<file path="src/rtl/golden_nonce_reporter_pkg.sv">
// Shared miner definitions: frame-state encoding, frame geometry, default
// sync byte and the frame checksum helper.
package golden_nonce_reporter_pkg;

  localparam int unsigned NONCE_W           = 32;
  localparam int unsigned FRAME_BYTES       = 6;
  localparam logic [7:0]  SYNC_BYTE_DEFAULT = 8'hA5;

  typedef enum logic [2:0] {
    ST_IDLE = 3'd0,
    ST_SYNC = 3'd1,
    ST_B3   = 3'd2,
    ST_B2   = 3'd3,
    ST_B1   = 3'd4,
    ST_B0   = 3'd5,
    ST_CHK  = 3'd6
  } frame_state_e;

  // XOR of the four nonce bytes
  function automatic logic [7:0] nonce_chk(input logic [NONCE_W-1:0] n);
    return n[31:24] ^ n[23:16] ^ n[15:8] ^ n[7:0];
  endfunction

endpackage

</file>
<file path="src/rtl/golden_nonce_reporter_nonce_fifo.sv">
// Single-clock FIFO for golden nonces.
// Ports: clk/rst_n (async active-low), push/wr_data write side,
// pop/rd_data_c read side (head entry, combinational), full_c/empty_c flags,
// count = occupied entries (registered, one bit wider than the pointers).
module nonce_fifo #(
  parameter int unsigned DEPTH = 4,
  parameter int unsigned WIDTH = 32
) (
  input  logic                     clk,
  input  logic                     rst_n,
  input  logic                     push,
  input  logic [WIDTH-1:0]         wr_data,
  input  logic                     pop,
  output logic [WIDTH-1:0]         rd_data_c,
  output logic                     full_c,
  output logic                     empty_c,
  output logic [$clog2(DEPTH):0]   count
);

  localparam int unsigned PTR_W = $clog2(DEPTH);
  localparam int unsigned CNT_W = PTR_W + 1;

  logic [WIDTH-1:0] mem_q [DEPTH];
  logic [WIDTH-1:0] mem_d [DEPTH];
  logic [PTR_W-1:0] wr_ptr_q, wr_ptr_d;
  logic [PTR_W-1:0] rd_ptr_q, rd_ptr_d;
  logic [CNT_W-1:0] count_q, count_d;

  // Pointers wrap naturally because DEPTH is a power of two
  always_comb begin
    mem_d    = mem_q;
    wr_ptr_d = wr_ptr_q;
    rd_ptr_d = rd_ptr_q;
    if (push) begin
      mem_d[wr_ptr_q] = wr_data;
      wr_ptr_d        = wr_ptr_q + PTR_W'(1);
    end
    if (pop) begin
      rd_ptr_d = rd_ptr_q + PTR_W'(1);
    end
    count_d = count_q + CNT_W'(push) - CNT_W'(pop);
  end

  // Storage needs no reset: occupancy is tracked by the pointers/count
  always_ff @(posedge clk) begin
    mem_q <= mem_d;
  end

  always_ff @(posedge clk or negedge rst_n) begin
    if (!rst_n) begin
      wr_ptr_q <= '0;
      rd_ptr_q <= '0;
      count_q  <= '0;
    end else begin
      wr_ptr_q <= wr_ptr_d;
      rd_ptr_q <= rd_ptr_d;
      count_q  <= count_d;
    end
  end

  assign rd_data_c = mem_q[rd_ptr_q];
  assign full_c    = (count_q == CNT_W'(DEPTH));
  assign empty_c   = (count_q == '0);
  assign count     = count_q;

endmodule

</file>
<file path="src/rtl/golden_nonce_reporter.sv">
// Golden-nonce reporter: buffers nonce strobes from the hashing core and
// sends each as a 6-byte frame (sync, 4 nonce bytes MSB first, XOR checksum)
// on a byte-wide valid/ready stream. Never stalls the core; overflow drops.
// Ports: hash_clk, rst_n (async active-low); nonce_valid/nonce_in strobe in;
// tx_data/tx_valid/tx_ready byte stream out; fifo_count, drop_count
// (saturating), busy status.
module golden_nonce_reporter
  import golden_nonce_reporter_pkg::*;
#(
  parameter int unsigned DEPTH     = 4,
  parameter logic [7:0]  SYNC_BYTE = SYNC_BYTE_DEFAULT
) (
  input  logic                   hash_clk,
  input  logic                   rst_n,
  input  logic                   nonce_valid,
  input  logic [31:0]            nonce_in,
  output logic [7:0]             tx_data,
  output logic                   tx_valid,
  input  logic                   tx_ready,
  output logic [$clog2(DEPTH):0] fifo_count,
  output logic [15:0]            drop_count,
  output logic                   busy
);

  localparam int unsigned CNT_W  = $clog2(DEPTH) + 1;
  localparam int unsigned DROP_W = 16;

  frame_state_e        state_q, state_d;
  logic [NONCE_W-1:0]  frame_q, frame_d;
  logic [7:0]          chk_q, chk_d;
  logic [7:0]          tx_data_q, tx_data_d;
  logic                tx_valid_q, tx_valid_d;
  logic [DROP_W-1:0]   drop_q, drop_d;
  logic                busy_q, busy_d;

  logic                hs_c, push_c, pop_c, full_c, empty_c;
  logic [NONCE_W-1:0]  head_c;
  logic [CNT_W-1:0]    cnt_next_c;

  nonce_fifo #(
    .DEPTH (DEPTH),
    .WIDTH (NONCE_W)
  ) u_fifo (
    .clk       (hash_clk),
    .rst_n     (rst_n),
    .push      (push_c),
    .wr_data   (nonce_in),
    .pop       (pop_c),
    .rd_data_c (head_c),
    .full_c    (full_c),
    .empty_c   (empty_c),
    .count     (fifo_count)
  );

  assign hs_c = tx_valid_q & tx_ready;

  // Frame FSM, push/drop policy and next output values
  always_comb begin
    state_d = state_q;
    frame_d = frame_q;
    chk_d   = chk_q;
    pop_c   = 1'b0;

    unique case (state_q)
      ST_IDLE: begin
        if (!empty_c) begin
          pop_c   = 1'b1;
          frame_d = head_c;
          chk_d   = nonce_chk(head_c);
          state_d = ST_SYNC;
        end
      end
      ST_SYNC: if (hs_c) state_d = ST_B3;
      ST_B3:   if (hs_c) state_d = ST_B2;
      ST_B2:   if (hs_c) state_d = ST_B1;
      ST_B1:   if (hs_c) state_d = ST_B0;
      ST_B0:   if (hs_c) state_d = ST_CHK;
      ST_CHK:  if (hs_c) state_d = ST_IDLE;
      default: state_d = ST_IDLE;
    endcase

    // A same-cycle pop frees a slot, so a full FIFO can still accept
    push_c = nonce_valid & (~full_c | pop_c);

    drop_d = drop_q;
    if (nonce_valid && !push_c && (drop_q != '1)) begin
      drop_d = drop_q + DROP_W'(1);
    end

    // Output byte is chosen from the next state so it is ready with tx_valid
    tx_valid_d = (state_d != ST_IDLE);
    unique case (state_d)
      ST_SYNC: tx_data_d = SYNC_BYTE;
      ST_B3:   tx_data_d = frame_d[31:24];
      ST_B2:   tx_data_d = frame_d[23:16];
      ST_B1:   tx_data_d = frame_d[15:8];
      ST_B0:   tx_data_d = frame_d[7:0];
      ST_CHK:  tx_data_d = chk_d;
      default: tx_data_d = 8'h00;
    endcase

    cnt_next_c = fifo_count + CNT_W'(push_c) - CNT_W'(pop_c);
    busy_d     = tx_valid_d | (cnt_next_c != '0);
  end

  always_ff @(posedge hash_clk or negedge rst_n) begin
    if (!rst_n) begin
      state_q    <= ST_IDLE;
      frame_q    <= '0;
      chk_q      <= '0;
      tx_data_q  <= 8'h00;
      tx_valid_q <= 1'b0;
      drop_q     <= '0;
      busy_q     <= 1'b0;
    end else begin
      state_q    <= state_d;
      frame_q    <= frame_d;
      chk_q      <= chk_d;
      tx_data_q  <= tx_data_d;
      tx_valid_q <= tx_valid_d;
      drop_q     <= drop_d;
      busy_q     <= busy_d;
    end
  end

  assign tx_data    = tx_data_q;
  assign tx_valid   = tx_valid_q;
  assign drop_count = drop_q;
  assign busy       = busy_q;

endmodule

</file>
<file path="config.mk">
export PLATFORM = sky130hd
export DESIGN_NAME = golden_nonce_reporter
export DESIGN_NICKNAME = d
export VERILOG_FILES = /design/src/rtl/golden_nonce_reporter_pkg.sv /design/src/rtl/golden_nonce_reporter_nonce_fifo.sv /design/src/rtl/golden_nonce_reporter.sv
export SDC_FILE = /design/constraint.sdc
export NUM_CORES = 1
export LEC_CHECK = 0
export BUFFER_PORTS_ARGS = -buffer_cell sky130_fd_sc_hd__buf_4
export CAP_MARGIN = 15
export CORE_ASPECT_RATIO = 0.6
export CORE_MARGIN = 2
export CORE_UTILIZATION = 64
export DETAILED_ROUTE_END_ITERATION = 16
export PLACE_DENSITY = 0.84
export SLEW_MARGIN = 20
export SYNTH_ARGS = -nofsm -noshare
export SYNTH_HDL_FRONTEND = slang
export SYNTH_SLANG_ARGS = --single-unit
</file>
<file path="constraint.sdc">
create_clock -name hash_clk -period 8.8 [get_ports hash_clk]
set_clock_uncertainty 0.15 [all_clocks]
set_input_delay 1.76 -clock hash_clk [delete_from_list [all_inputs] [get_ports hash_clk]]
set_output_delay 1.76 -clock hash_clk [all_outputs]
set_load 0.03 [all_outputs]
</file>
==> results.py <==
metrics = {
    "placement": {
        "port_buffers": 64,
        "dp_hpwl_mm": 11.3,
        "place.gp.congestion": 0.827,
        "place_ws_ns": 4.91,
    },
    "cells_and_area": {
        "fill_cells": 757,
        "layout_commonest_cell": "edfxtp_1",
        "fin_nets": 643,
        "drive_above_1_share_pct": 31.5,
        "antennaDiodeCount": 0,
        "final_cell_mix": "edfxtp_1 (128), dfrtp_1 (75), buf_4 (71), nand2_1 (35), mux2_2 (35)",
        "syn_to_final_growth_pct": 13.5,
    },
    "global_routing": {
        "grt_pass1_vias": 4895,
        "gr-total-overflow": 0,
        "grt_max_degree": 77,
        "grt_first_pass_wirelength_mm": 27.0,
        "grt_use_total_pct": 24.6,
        "antenna_found_initial": 0,
    },
    "floorplanning": {
        "ios": 65,
        "rows": 32,
        "start_util_pct": 66.4,
        "core_mm2": 0.0131,
        "die_x_um": 154,
        "die-height_um": 94.2,
        "die_area_mm2": 0.0145,
    },
    "yosys": {
        "async_flop_share_pct": 37.3,
        "synth.net_count": 577,
        "synth_mux_area_share_pct": 13.7,
        "synthSimpleGateAreaFrac_pct": 6.10,
        "synthAdderAreaFrac_pct": 1.24,
        "synth_top_family_by_area": "multiplexers",
        "synthXorXnorAreaFrac_pct": 5.58,
        "ys.flop_type": "edfxtp_1",
        "synth_top_area_cell": "edfxtp_1",
        "synth_enable_flop_cells": 128,
        "ys_ff_latch": 204,
        "synth_compound_area_share_pct": 4.86,
        "syn_inst": 533,
        "synth_cell_types": 49,
        "ys_seq_area_share_pct": 66.3,
        "syn_area_mm2": 0.00867,
        "synth_top_area_share_pct": 44.3,
        "synth_area_leaders": "edfxtp_1 (44%), dfrtp_1 (22%), mux4_2 (8.3%)",
        "ys_warn_count": 0,
        "syn_avg_cell_area_um2": 16.3,
    },
    "power_and_ir_drop": {
        "pwr-share-clk_pct": 20.8,
        "p_seq_share_pct": 40.2,
        "peakVddDrop_v": 0.000181,
        "p_per_area_mw_per_mm2": 383,
        "p_leak_nw": 3.67,
        "p_int_mw": 2.45,
        "p_sw_mw": 1.33,
        "switching_share_pct": 35.2,
        "pwr-share-comb_pct": 39.0,
    },
    "clocking": {
        "cts.sinks": 204,
        "clock-root-buffer": "clkbuf_16",
        "numCtsBuffers": 19,
        "cts_resized": 0,
        "cts_tree": "yes",
        "clk_latency_ns": 0.49,
        "cts_buffer_depth": 3,
        "htreeDepth": 1,
        "post_cts_buffers": 0,
        "clkTransAtPathRegs_ns": 0.07,
        "cts_hold_repair.buffers": 0,
    },
    "worst_setup_path": {
        "reg2reg_to": "busy",
        "cp-startpoint": "state_q[1]",
        "slowest_stage": "dfrtp_1",
        "crit_required_ns": 9.00,
        "r2r_slack_ns": 5.31,
        "cp-end-kind": "flip-flop",
        "endpoint": "busy",
        "path_max_fanout": 30,
        "cp_cell_sequence": "or3_1 > nor2_4 > ha_1 > inv_1 > ha_1 > inv_1 > fa_1 > xnor2_1 > xnor2_1 > or4_1",
        "crit_arrival_ns": 3.69,
        "start_kind": "flip-flop",
        "reg2reg_depth": 10,
        "reg2reg_from": "state_q[1]",
        "max_stage_delay_ns": 0.78,
        "worstSetupPathType": "reg -> reg",
    },
    "sta": {
        "setup_violations": 0,
        "final.setup.tns_ns": 0,
        "fin_ws_ns": 5.31,
        "drv_slew": 0,
        "slew_headroom_pct": 29.0,
        "tightest_slew_ns": 1.07,
        "max_freq_mhz": 287,
        "period_needed_ns": 3.49,
        "fin_crit_sh_pct": 39.6,
        "rsz0062_at_grt": "false",
        "hold_viol_final": 0,
    },
    "detailed_routing": {
        "drtIter0Drc": 440,
        "antenna_left": 0,
        "wl_mm": 17.0,
        "viasPerCell": 6.08,
        "wl_per_cell_um": 21.7,
        "num_vias": 4755,
        "drt_pass1_iterations": 7,
        "drc_errors": 0,
    },
    "worst_hold_path": {
        "holdCritPathClass": "reg -> reg",
    },
    "job": {
        "cap_violations": 0,
    },
    "outcome": {
        "outcome": "complete, no violations",
    },
}
==> area by class of cell <==
cell class | count | area [µm²] | area share [%]
clock buffers | 26 | 522 | 5.30
clock inverters | 8 | 68.8 | 0.699
inverters | 8 | 30.0 | 0.305
multi-input cells | 295 | 2730 | 27.7
flip-flops and latches | 204 | 5750 | 58.4
well taps | 170 | 213 | 2.16
repair buffers | 71 | 533 | 5.42
==> logic make-up after synthesis <==
group,count (synthesis)
multiplexers,74
buffers and inverters,34
AND/OR/NAND/NOR,106
XOR/XNOR,45
AO/OA/AOI/OAI,62
adder cells (fa/ha/maj),8
flip-flops,204
==> flip-flops by register name, summed over array words and instances (netlist names) <==
| name | count |
|---|---|
| state_q | 3 |
| u_fifo.count | 3 |
| u_fifo.wr_ptr_q | 2 |
| chk_q | 8 |
| tx_valid | 1 |
| drop_count | 16 |
| u_fifo.rd_ptr_q | 2 |
| busy | 1 |
| u_fifo.mem_q | 128 |
| tx_data | 8 |
| frame_q | 32 |
==> critical path: cells and delay by family (launching register included) <==
| kind | cells | cell delay [ns] |
|---|---|---|
| simple gates | 3 | 1.25 |
| buf+inv | 2 | 0.12 |
| flops | 1 | 0.78 |
| fa+ha+maj | 3 | 0.75 |
| xor+xnor | 2 | 0.30 |
==> synth_stat cells (all sizes together) (2+ instances only) <==
cell type / instances
nand3: 21
edfxtp: 128
mux2i: 7
inv: 8
clkbuf: 10
a221oi: 7
o21ai: 15
mux4: 32
o21a: 3
and2: 6
xnor2: 39
nand4: 5
nor2b: 7
o21bai: 2
xor2: 6
nor2: 17
mux2: 35
nand2: 35
a21oi: 22
buf: 16
o211ai: 6
dfrtp: 76
nor3: 5
nor3b: 2
ha: 7
==> power by group through the flow <==
stage	registers [mW]	clock network [mW]	logic, mW
3_3_place_gp	1.51	0	1.41
5_1_grt	1.54	0.836	1.58
2_1_floorplan	1.48	0	1.15
6_report	1.52	0.785	1.47
4_1_cts	1.51	0.797	1.48
3_5_place_dp	1.53	0	1.46
==> per-layer routing <==
layer | global-route usage (%) | wire (µm)
met4 | 5.25 | 269
met1 | 38.1 | 8190
met5 | 0 | 0
met3 | 3.83 | 822
met2 | 37.9 | 7700
==> how the worst min path moves through the flow <==
stage / slack [ns] / to / startpoint / cells past startpoint
2_1_floorplan: 0.31 / tx_data[5] / frame_q[5] / 2
3_3_place_gp: 0.33 / drop_count[15] / drop_count[15] / 1
3_5_place_dp: 0.35 / tx_data[7] / frame_q[7] / 2
4_1_cts: 0.36 / tx_data[6] / chk_q[6] / 2
5_1_grt: 0.38 / tx_data[4] / chk_q[4] / 2
6_report: 0.36 / frame_q[7] / frame_q[7] / 1
==> stage by stage <==
stage	std cells	power [mW]	util [%]	cell area [µm²]	hold slack [ns]
6_report	782	3.77	75.4	9840	0.362
5_1_grt	782	3.96	75.4	9840	0.383
4_1_cts	782	3.79	75.4	9840	0.363
3_5_place_dp	748	2.98	70.9	9250	0.349
3_3_place_gp	748	2.91	70.9	9250	0.333
2_1_floorplan	533	2.64	-	8670	0.313
(Power assumes the default switching activity.)
